$ cat src/rtl/ram256_bist.sv
// March C- BIST initiator for a single-port RAM256 macro.
// When idle, the system port passes straight through to the RAM.
module ram256_bist #(
  parameter int WSIZE = 4
) (
  input  logic                 CLK,
  input  logic                 RST,
  input  logic                 start,
  output logic                 busy,
  output logic                 done,
  output logic                 pass,
  output logic [7:0]           fail_addr,
  output logic [2:0]           fail_elem,
  output logic [7:0]           fail_cnt,
  input  logic                 sys_en,
  input  logic [WSIZE-1:0]     sys_we,
  input  logic [7:0]           sys_a,
  input  logic [WSIZE*8-1:0]   sys_di,
  output logic [WSIZE*8-1:0]   sys_do,
  output logic                 EN0,
  output logic [WSIZE-1:0]     WE0,
  output logic [7:0]           A0,
  output logic [WSIZE*8-1:0]   Di0,
  input  logic [WSIZE*8-1:0]   Do0
);

  localparam int DW = WSIZE * 8;

  // state | meaning
  // IDLE  | port released to sys_*, no result yet
  // RUN   | walking March C- elements E0..E5
  // DRAIN | final compare of the last E5 read, RAM disabled
  // DONE  | port released, results held
  typedef enum logic [1:0] {S_IDLE, S_RUN, S_DRAIN, S_DONE} state_t;

  state_t          state, state_nxt;
  logic [2:0]      elem, elem_nxt;
  logic [7:0]      addr, addr_nxt;
  logic            phase, phase_nxt;

  logic            accept;
  logic            descending;
  logic            single_op;
  logic            rd_op;
  logic            op_last;
  logic            last_addr;
  logic [DW-1:0]   bg_wr;
  logic [DW-1:0]   bg_rd;

  logic            bist_en;
  logic [WSIZE-1:0] bist_we;
  logic [DW-1:0]   bist_di;

  logic            cmp_vld;
  logic [DW-1:0]   cmp_exp;
  logic [7:0]      cmp_addr;
  logic [2:0]      cmp_elem;
  logic            first_seen;
  logic            mismatch;

  assign busy       = (state == S_RUN) || (state == S_DRAIN);
  assign accept     = ((state == S_IDLE) || (state == S_DONE)) && start;
  assign descending = (elem == 3'd3) || (elem == 3'd4);
  assign single_op  = (elem == 3'd0) || (elem == 3'd5);
  // E5 is read-only; read-write elements read in phase 0, write in phase 1
  assign rd_op      = (elem == 3'd5) || (!single_op && !phase);
  assign op_last    = single_op || phase;
  assign last_addr  = descending ? (addr == 8'h00) : (addr == 8'hFF);
  assign bg_wr      = elem[0] ? {DW{1'b1}} : {DW{1'b0}};
  assign bg_rd      = ((elem == 3'd2) || (elem == 3'd4)) ? {DW{1'b1}} : {DW{1'b0}};

  always_ff @(posedge CLK or posedge RST) begin
    if (RST) begin
      state <= S_IDLE;
      elem  <= 3'd0;
      addr  <= 8'd0;
      phase <= 1'b0;
    end else begin
      state <= state_nxt;
      elem  <= elem_nxt;
      addr  <= addr_nxt;
      phase <= phase_nxt;
    end
  end

  always_comb begin
    state_nxt = state;
    elem_nxt  = elem;
    addr_nxt  = addr;
    phase_nxt = phase;
    bist_en   = 1'b0;
    bist_we   = '0;
    bist_di   = bg_wr;
    case (state)
      S_IDLE, S_DONE: begin
        if (start) begin
          state_nxt = S_RUN;
          elem_nxt  = 3'd0;
          addr_nxt  = 8'd0;
          phase_nxt = 1'b0;
        end
      end
      S_RUN: begin
        bist_en = 1'b1;
        bist_we = rd_op ? '0 : '1;
        if (!op_last) begin
          phase_nxt = 1'b1;
        end else begin
          phase_nxt = 1'b0;
          if (!last_addr) begin
            addr_nxt = descending ? (addr - 8'd1) : (addr + 8'd1);
          end else if (elem == 3'd5) begin
            state_nxt = S_DRAIN;
            addr_nxt  = 8'd0;
          end else begin
            elem_nxt = elem + 3'd1;
            addr_nxt = ((elem == 3'd2) || (elem == 3'd3)) ? 8'hFF : 8'h00;
          end
        end
      end
      S_DRAIN: begin
        state_nxt = S_DONE;
      end
      default: begin
        state_nxt = S_IDLE;
      end
    endcase
  end

  assign EN0    = busy ? bist_en : sys_en;
  assign WE0    = busy ? bist_we : sys_we;
  assign A0     = busy ? addr    : sys_a;
  assign Di0    = busy ? bist_di : sys_di;
  assign sys_do = Do0;

  // Read data returns one cycle late, so expectation travels with it
  always_ff @(posedge CLK or posedge RST) begin
    if (RST) begin
      cmp_vld  <= 1'b0;
      cmp_exp  <= '0;
      cmp_addr <= 8'd0;
      cmp_elem <= 3'd0;
    end else begin
      cmp_vld <= (state == S_RUN) && rd_op;
      if ((state == S_RUN) && rd_op) begin
        cmp_exp  <= bg_rd;
        cmp_addr <= addr;
        cmp_elem <= elem;
      end
    end
  end

  assign mismatch = cmp_vld && (Do0 != cmp_exp);

  always_ff @(posedge CLK or posedge RST) begin
    if (RST) begin
      done       <= 1'b0;
      pass       <= 1'b0;
      fail_addr  <= 8'd0;
      fail_elem  <= 3'd0;
      fail_cnt   <= 8'd0;
      first_seen <= 1'b0;
    end else if (accept) begin
      done       <= 1'b0;
      pass       <= 1'b1;
      fail_addr  <= 8'd0;
      fail_elem  <= 3'd0;
      fail_cnt   <= 8'd0;
      first_seen <= 1'b0;
    end else begin
      if (mismatch) begin
        pass <= 1'b0;
        if (fail_cnt != 8'hFF) fail_cnt <= fail_cnt + 8'd1;
        if (!first_seen) begin
          first_seen <= 1'b1;
          fail_addr  <= cmp_addr;
          fail_elem  <= cmp_elem;
        end
      end
      if (state == S_DRAIN) done <= 1'b1;
    end
  end

endmodule

$ cat config.mk
export PLATFORM = sky130hd
export DESIGN_NAME = ram256_bist
export DESIGN_NICKNAME = d
export VERILOG_FILES = /design/src/rtl/ram256_bist.sv
export SDC_FILE = /design/constraint.sdc
export NUM_CORES = 1
export LEC_CHECK = 0
export ABC_AREA = 1
export BUFFER_PORTS_ARGS = -buffer_cell sky130_fd_sc_hd__buf_4
export CAP_MARGIN = 5
export CELL_PAD_IN_SITES_DETAIL_PLACEMENT = 0
export CELL_PAD_IN_SITES_GLOBAL_PLACEMENT = 1
export CORE_MARGIN = 10
export CORE_UTILIZATION = 32
export DETAILED_ROUTE_END_ITERATION = 12
export HOLD_SLACK_MARGIN = 0.05
export PLACE_DENSITY_LB_ADDON = 0.1
export SLEW_MARGIN = 20
export SYNTH_ARGS = -nofsm -noshare
export SYNTH_HDL_FRONTEND = slang
export SYNTH_SLANG_ARGS = --single-unit
export TNS_END_PERCENT = 5
$ cat constraint.sdc
create_clock -name CLK -period 3.15 [get_ports CLK]
set_input_delay 0.4725 -clock CLK [delete_from_list [all_inputs] [get_ports CLK]]
set_output_delay 0.4725 -clock CLK [all_outputs]
set_load 0.01 [all_outputs]
==> results.toml, run 1 <==
[routing]
viasPerCell = 4.52
drcViolationCount = 0
wl_per_cell_um = 13.6
drt-pass1-iter-count = 4
antenna_left = 0
wirelength_mm = 11.0
vias = 3669
first_iter_violations = 199

[cells_and_area]
antennaDiodeCount = 0
fin_nets = 763
final_cells = 811
design_area_um2 = 5060
syn_to_final_growth_pct = 37.8
fillers = 1161
multi_input_area_um2 = 1910
regArea_um2 = 1230
layout-drive-gt1-share_pct = 33.7
postLayoutCoreUtil_pct = 44.7

[timing]
relSlewSlack_pct = 43.4
tightest_slew_ns = 0.847
fmax_ghz = 0.390
clock_skew_ns = 0.00545
fin_hold_ws_ns = 0.334
min_period_ns = 2.57
setup_viol_count_final = 0
setup_tns_ns = 0
slew_violations = 0
grt_setup_unrepaired = "false"
finalWorstSetupSlack_ns = 0.584
hold_violations = 0
fin_crit_sh_pct = 81.5

[global_routing]
grt_pass1_wl_mm = 18.2
grt_usage_pct = 13.2
grt_pass1_vias = 3721
overflow = 0
grt_start_max_net_pins = 50
antenna_found_initial = 0

[synthesis]
syn_area_um2 = 3670
synthTopCellsByArea = "dfrtp_1 33%, nand2_1 20%, buf_4 6.7%"
synth_top_area_share_pct = 33.4
yosysUniqueCellTypes = 37
ys_seq_area_share_pct = 33.4
synth_top_area_cell = "dfrtp_1"
syn_inst = 530
synth.avg_cell_area_um2 = 6.93
synthesis.nets = 626
ys_seq_elements = 49
yosysWarnings = 0

[cts]
cts_buffers = 5
path_clk_slew_ns = 0.07
holdBufCountCts = 0
post_cts_buffers = 0
cts-root-buf = "clkbuf_16"
clock_path_buffers = 2
clock-sinks = 49
htree_levels = 2
cts_tree = "done"
cts_resized = 0
clock_latency_ns = 0.29

[setup_path]
critical_path_class = "register to output pin"
worstPathCellList = "inv_1, ha_1, inv_1, nand2_1, buf_4, nand2_1, buf_4"
r2r_start = "elem[0]$_DFFE_PP0P_"
cpPeakStageDelay_ns = 0.54
cp.arrival_ns = 2.09
cp_max_fo = 32
critPathLaunchType = "register"
worstPathRequired_ns = 2.68
slowest_stage = "ha_1"
cp_top_family = "buffers and inverters"
crit_path_start = "state[0]$_DFFE_PP0P_"
crit_path_end_kind = "output pin"
cp_num_buf_inv = 4

[place]
post-dp-hpwl_mm = 9.20
dpl_cell_area_um2 = 4870
placed_cells = 803
gp_congestion = 0.891
portBuffers = 178
place_ws_ns = 0.654

[power_and_ir_drop]
p_int_mw = 2.42
power_mw = 4.43
swShare_pct = 45.4
switchingPower_mw = 2.02
power.share.sequential_pct = 21.9
p_per_area_nw_per_um2 = 877
ir_worst_vdd_mv = 0.497
p_leak_nw = 2.88
pwr-share-clk_pct = 15.6
pwr-share-comb_pct = 62.5

[die]
core-area_um2 = 11300
start_util_pct = 32.4
rows = 39
die_h_um = 127
dieArea_um2 = 16200
ioPinCount = 179
die_w_um = 127

[min_path]
hp-class = "primary input to asynchronous set/reset pin"

[status]
outcome = "complete, no violations"

[job]
maxCapViolCount = 0
sequential cells by signal, indices dropped and copies added, names as in the netlist:
name / cells
cmp_exp: 1
cmp_addr: 8
elem: 3
first_seen: 1
fail_cnt: 8
cmp_vld: 1
phase: 1
addr: 8
cmp_elem: 3
state: 2
fail_elem: 3
pass: 1
done: 1
fail_addr: 8
area by class of cell:
cell class	instances	share of cell area, %
multi-input cells	379	37.8
repair buffers	181	26.9
flip-flops and latches	49	24.2
inverters	51	3.81
well taps	143	3.54
clock buffers	5	2.47
clock inverters	3	1.29
cells by family (layout without fill, tap and decap cells):
family | Yosys count | after routing | synth area share (%)
buffers and inverters | 102 | 240 | 14.5
AND/OR/NAND/NOR | 312 | 312 | 37.9
AO/OA/AOI/OAI | 47 | 47 | 7.60
flip-flops | 49 | 49 | 33.4
XOR/XNOR | 4 | 4 | 0.954
adder cells (fa/ha/maj) | 16 | 16 | 5.66
cell usage after synthesis:
master and count:
or2_1 4, inv_1 43, nand3_2 11, nor3_1 9, nand2_4 3, dfrtp_1 49
inv_2 7, buf_2 4, nand2_1 194, and2_1 1, fa_1 1, o21ai_2 1
xor2_1 4, nor3b_1 2, a22oi_1 1, o21ai_1 20, clkbuf_1 8, a31oi_1 2
nor3_2 1, a31oi_4 1, o22ai_1 4, nand3b_1 4, a21boi_0 1, or2_2 3
buf_4 33, o21ai_0 10, o21ai_4 1, nor2_2 1, nor2_1 37, nand2_2 6
clkinv_1 1, ha_1 15, nand4_1 4, buf_6 3, buf_1 3, nand3_1 32
a21oi_1 6
cell usage in the layout (no fill, tap or decap), drive strengths merged:
master,instances
bufinv,2
or2,7
clkinv,3
buf,181
nand2,203
clkbuf,5
nand4,4
nor3,10
and2,1
a31oi,3
a22oi,1
o22ai,4
nor2,38
nand3b,4
fa,1
ha,15
a21oi,6
dfrtp,49
xor2,4
nand3,43
nor3b,2
a21boi,1
inv,49
o21ai,32
per-layer routing:
| metal | up-vias | global-route usage (%) | part of all wire, % |
|---|---|---|---|
| li1 | 1912 | - | - |
| met1 | 1627 | 15.8 | 43 |
| met2 | 126 | 22.0 | 47 |
| met3 | 4 | 5.25 | 8.9 |
| met4 | 0 | 2.81 | 0.78 |
| met5 | - | 0 | 0 |
path summary, 6_finish.rpt:
path	end	slack, ns	cells after the start
worst min-delay path	done$_DFFE_PP0P_	0.33	2
min in group CLK	addr[7]$_DFFE_PP0P_	0.50	2
worst min register to register	addr[7]$_DFFE_PP0P_	0.50	2
worst max register to register	addr[6]$_DFFE_PP0P_	0.64	14
worst max-delay path	Di0[13]	0.58	7
max in group asynchronous	cmp_addr[5]$_DFFE_PP0P_	2.31	2
power groups by stage:
stage                     Sequential [mW]  Clock (mW)  Combinational [mW]
after global placement              0.976           0                2.85
final                               0.973       0.690                2.77
after CTS                           0.975       0.705                2.84
after global routing                 1.00       0.730                3.14
after detailed placement            0.986           0                2.84
after floorplan                     0.949           0                1.68
Note: power is estimated with default switching activity, not from simulation.
==> inputs of run 2 (changes only) <==
==> constraint.sdc (replaced) <==
create_clock -name CLK -period 2.65 [get_ports CLK]
set_input_delay 0.3975 -clock CLK [delete_from_list [all_inputs] [get_ports CLK]]
set_output_delay 0.3975 -clock CLK [all_outputs]
set_load 0.01 [all_outputs]
==> results.toml, run 2 (synthesis gave the netlist of run 1 again) <==
[status]
outcome = "complete, no violations"

[timing]
setup_tns_ns = 0
fmax_ghz = 0.426
relSlewSlack_pct = 56.4
clock_skew_ns = 0.00770
fin_crit_sh_pct = 88.6
fin_hold_ws_ns = 0.286
slew_violations = 0
hold_violations = 0
tightest_slew_ns = 0.655
grt_setup_unrepaired = "false"
min_period_ns = 2.35
setup_viol_count_final = 0

[setup_path]
critPathLaunchType = "register"
rrSetupSlack_ns = 0.30
cpPeakStageDelay_ns = 0.44
critical_path_class = "register to register"
crit_path_frequent_cell = "nand2_1"
slowest_stage = "dfrtp_2"
worstPathCellList = "inv_1, ha_1, nand2_1, and2_2, inv_2, ha_1, nand2_1, nand2_1, nand2_1, nand2_1, a31oi_1, nor2_1, o21ai_2, nand2_1"
crit_path_end_kind = "register"
worstPathRequired_ns = 2.83
cp.arrival_ns = 2.53
cp_max_fo = 6

[die]
core-area_um2 = 11300
start_util_pct = 32.4
rows = 39
dieArea_um2 = 16200
die_w_um = 127
die_h_um = 127
ioPinCount = 179

[cts]
clock_path_buffers = 2
htree_levels = 2
cts_buffers = 5
cts_tree = "done"
clock-sinks = 49
clock_latency_ns = 0.28
holdBufCountCts = 0
path_clk_slew_ns = 0.07
cts-root-buf = "clkbuf_16"

[routing]
antenna_left = 0
vias = 3655
wirelength_mm = 11.0
wl_per_cell_um = 13.6
drcViolationCount = 0
drt-pass1-iter-count = 4
viasPerCell = 4.50
first_iter_violations = 234

[place]
portBuffers = 178
dpl_cell_area_um2 = 4880
gp_congestion = 0.811
placed_cells = 805
post-dp-hpwl_mm = 9.13

[cells_and_area]
syn_to_final_growth_pct = 37.6
postLayoutCoreUtil_pct = 44.6
fin_nets = 765
antennaDiodeCount = 0
design_area_um2 = 5050
final_cells = 813
layout-drive-gt1-share_pct = 34.2
final_common_cell = "nand2_1"
layout_common_cells = "194 x nand2_1, 183 x buf_4, 48 x dfrtp_1"

[power_and_ir_drop]
ir_worst_vdd_mv = 0.618
pwr-share-comb_pct = 64.1
pwr-share-clk_pct = 14.0
p_int_mw = 2.80
power.share.sequential_pct = 22.0
p_leak_nw = 2.87
p_per_area_nw_per_um2 = 1030
switchingPower_mw = 2.42
swShare_pct = 46.3

[global_routing]
grt_pass1_wl_mm = 18.5
grt_start_max_net_pins = 50
antenna_found_initial = 0
grt_usage_pct = 13.3
grt_pass1_vias = 3840
overflow = 0

[job]
maxCapViolCount = 0

[min_path]
hp-class = "primary input to asynchronous set/reset pin"
==> run 2: path summary, 6_finish.rpt <==
path	cells after the start	start	end
hold / removal	3	RST	done$_DFFE_PP0P_
min in group CLK	2	fail_addr[7]$_DFFE_PP0P_	fail_addr[7]$_DFFE_PP0P_
max in group asynchronous	3	RST	elem[0]$_DFFE_PP0P_
setup reg to reg	14	elem[0]$_DFFE_PP0P_	addr[6]$_DFFE_PP0P_
setup / recovery	14	elem[0]$_DFFE_PP0P_	addr[6]$_DFFE_PP0P_
hold reg to reg	2	fail_addr[7]$_DFFE_PP0P_	fail_addr[7]$_DFFE_PP0P_
==> run 2: worst max-delay path: cells and delay by family, from the launching register on <==
kind                     cells  cell delay, ns
flip-flops                   1            0.44
buffers and inverters        2            0.25
AND/OR/NAND/NOR              8            0.77
AO/OA/AOI/OAI                2            0.31
adder cells (fa/ha/maj)      2            0.46
==> run 2: timing repair <==
item	CTS	global route
gates resized for setup	0	3
buffers inserted	0	0
setup endpoints to repair	0	3
endpoints found under the hold margin	0	0
==> run 2: layer usage <==
| layer | wire length [um] | part of all wire, % | global-route usage, % |
|---|---|---|---|
| met1 | 4760 | 43 | 16.2 |
| met3 | 1120 | 10 | 5.79 |
| met5 | 0 | 0 | 0 |
| met2 | 5080 | 46 | 21.6 |
| met4 | 70 | 0.63 | 2.41 |
==> run 2: power groups by stage <==
stage	combinational (mW)	sequential, mW	clock [mW]
detailed placement	3.40	1.16	0
CTS	3.42	1.15	0.748
global route	3.77	1.18	0.784
floorplan	1.99	1.13	0
global placement	3.41	1.16	0
finish	3.34	1.15	0.728
==> run 2: layout make-up <==
class                   instances  area, um2
clock buffers                   6        129
clock inverters                 2       38.8
fillers                      1180       6270
inverters                      51        191
multi-input cells             379       1910
flip-flops and latches         49       1230
well taps                     143        179
repair buffers                183       1370
==> run 2: metrics by stage <==
step	power (mW)	setup WS, ns
finish	5.22	0.301
global route	5.74	0.0102
CTS	5.32	0.140
detailed placement	4.57	0.147
global placement	4.57	0.273
floorplan	3.12	0.464
==> inputs of run 3 (changes only) <==
--- a/config.mk
+++ b/config.mk
@@ -14,7 +14,7 @@
 export CORE_UTILIZATION = 32
 export DETAILED_ROUTE_END_ITERATION = 12
 export HOLD_SLACK_MARGIN = 0.05
-export PLACE_DENSITY_LB_ADDON = 0.1
+export PLACE_DENSITY_LB_ADDON = 0.3
 export SLEW_MARGIN = 20
 export SYNTH_ARGS = -nofsm -noshare
 export SYNTH_HDL_FRONTEND = slang
==> results.toml, run 3 (synthesis gave the netlist of run 1 again) <==
[cts]
cts-root-buf = "clkbuf_16"
cts_tree = "done"
post_cts_buffers = 0
clock-sinks = 49
path_clk_slew_ns = 0.06
htree_levels = 2
cts_buffers = 5
clock_latency_ns = 0.28
clock_path_buffers = 2

[place]
gp_congestion = 0.794
portBuffers = 178
dpl_cell_area_um2 = 4890
post-dp-hpwl_mm = 9.27

[setup_path]
cpPeakStageDelay_ns = 0.42
worstPathCellList = "inv_1, ha_1, nand2_1, and2_2, inv_2, ha_1, a21oi_1, o21ai_0, a21oi_1, nand2_1, nand2_1, nand3_1, nand2_1, nand2_1"
reg2reg_depth = 14
r2r_end = "addr[7]$_DFFE_PP0P_"
crit_path_frequent_cell = "nand2_1"
critical_path_class = "register to register"
critPathLaunchType = "register"
worstPathRequired_ns = 2.83
slowest_stage = "dfrtp_1"
cp.arrival_ns = 2.49
crit_path_start = "elem[0]$_DFFE_PP0P_"
cp_max_fo = 6
r2r_start = "elem[0]$_DFFE_PP0P_"
rrSetupSlack_ns = 0.34
crit_path_end_kind = "register"

[timing]
setup_tns_ns = 0
clock_skew_ns = 0.00616
fin_crit_sh_pct = 87.1
fmax_ghz = 0.433
hold_violations = 0
tightest_slew_ns = 0.646
setup_viol_count_final = 0
min_period_ns = 2.31
grt_setup_unrepaired = "false"
fin_hold_ws_ns = 0.209
slew_violations = 0
relSlewSlack_pct = 56.9

[cells_and_area]
syn_to_final_growth_pct = 38.4
layout-drive-gt1-share_pct = 34.3
fin_nets = 766
design_area_um2 = 5080
antennaDiodeCount = 0
layout_common_cells = "194 x nand2_1, 184 x buf_4, 49 x dfrtp_1"
fillers = 1160
regArea_um2 = 1230
multi_input_area_um2 = 1910
final_common_cell = "nand2_1"

[routing]
first_iter_violations = 204
drt-pass1-iter-count = 4
viasPerCell = 4.52
wl_per_cell_um = 13.5
drcViolationCount = 0
antenna_left = 0
vias = 3679
wirelength_mm = 11.0

[power_and_ir_drop]
ir_worst_vdd_mv = 0.643
p_leak_nw = 2.89
p_per_area_nw_per_um2 = 1040
power_mw = 5.29

[global_routing]
overflow = 0
grt_usage_pct = 13.2
antenna_found_initial = 0
grt_pass1_vias = 3886
grt_pass1_wl_mm = 18.3
grt_start_max_net_pins = 38

[die]
dieArea_um2 = 16200
ioPinCount = 179
die_w_um = 127
rows = 39
start_util_pct = 32.4
die_h_um = 127
core-area_um2 = 11300

[status]
outcome = "complete, no violations"

[job]
maxCapViolCount = 0

[min_path]
hp-class = "primary input to asynchronous set/reset pin"
## run 3: cell types whose count changed in the layout (fill, tap and decap cells not counted), sizes merged
cell / before / now
clkbuf: 6 / 5
bufinv: 1 / 2
buf: 183 / 184
## run 3: report_power, final
part	switching, mW	internal (mW)	total, mW
clock network	0.270	0.539	0.809
logic	1.94	1.40	3.33
registers	0.187	0.958	1.15
total	2.39	2.89	5.29
## run 3: what timing repair did
| action | 4_1_cts | 5_1_grt |
|---|---|---|
| setup endpoints to repair | 0 | 3 |
| resized for setup | 0 | 2 |
| hold buffers | 0 | 0 |
## run 3: through the flow
stage	instances	setup slack, ns	utilization (%)
6_report	814	0.342	44.9
5_1_grt	814	0.0231	44.9
4_1_cts	814	0.188	44.9
3_5_place_dp	806	0.200	43.2
3_3_place_gp	806	0.303	43.2
2_1_floorplan	530	0.464	-
## run 3: worst max path at each step
stage | slack, ns | endpoint
finish | 0.34 | addr[7]$_DFFE_PP0P_
global route | 0.02 | addr[6]$_DFFE_PP0P_
CTS | 0.19 | addr[6]$_DFFE_PP0P_
detailed placement | 0.20 | addr[6]$_DFFE_PP0P_
global placement | 0.30 | addr[7]$_DFFE_PP0P_
floorplan | 0.46 | addr[7]$_DFFE_PP0P_
## run 3: final cells by class
type	instances	share of cell area, %
Clock buffer	5	2.46
Clock inverter	3	1.28
Inverter	51	3.77
Multi-Input combinational cell	379	37.7
Sequential cell	49	24.1
Tap cell	143	3.52
Timing Repair Buffer	184	27.2
## run 3: metal layers
metal	global-route usage (%)	vias up	share of wire [%]	routed length (um)
li1	-	1914	-	-
met1	14.8	1642	41	4480
met2	22.9	116	50	5480
met3	5.46	7	8.8	975
met4	2.41	0	0.71	78
met5	0	-	0	0
## run 3: critical path: cells and delay by family (launching register included)
family	cells	cell delay (ns)
AO/OA/AOI/OAI	3	0.44
flip-flops	1	0.42
AND/OR/NAND/NOR	7	0.61
buffers and inverters	2	0.27
adder cells (fa/ha/maj)	2	0.46
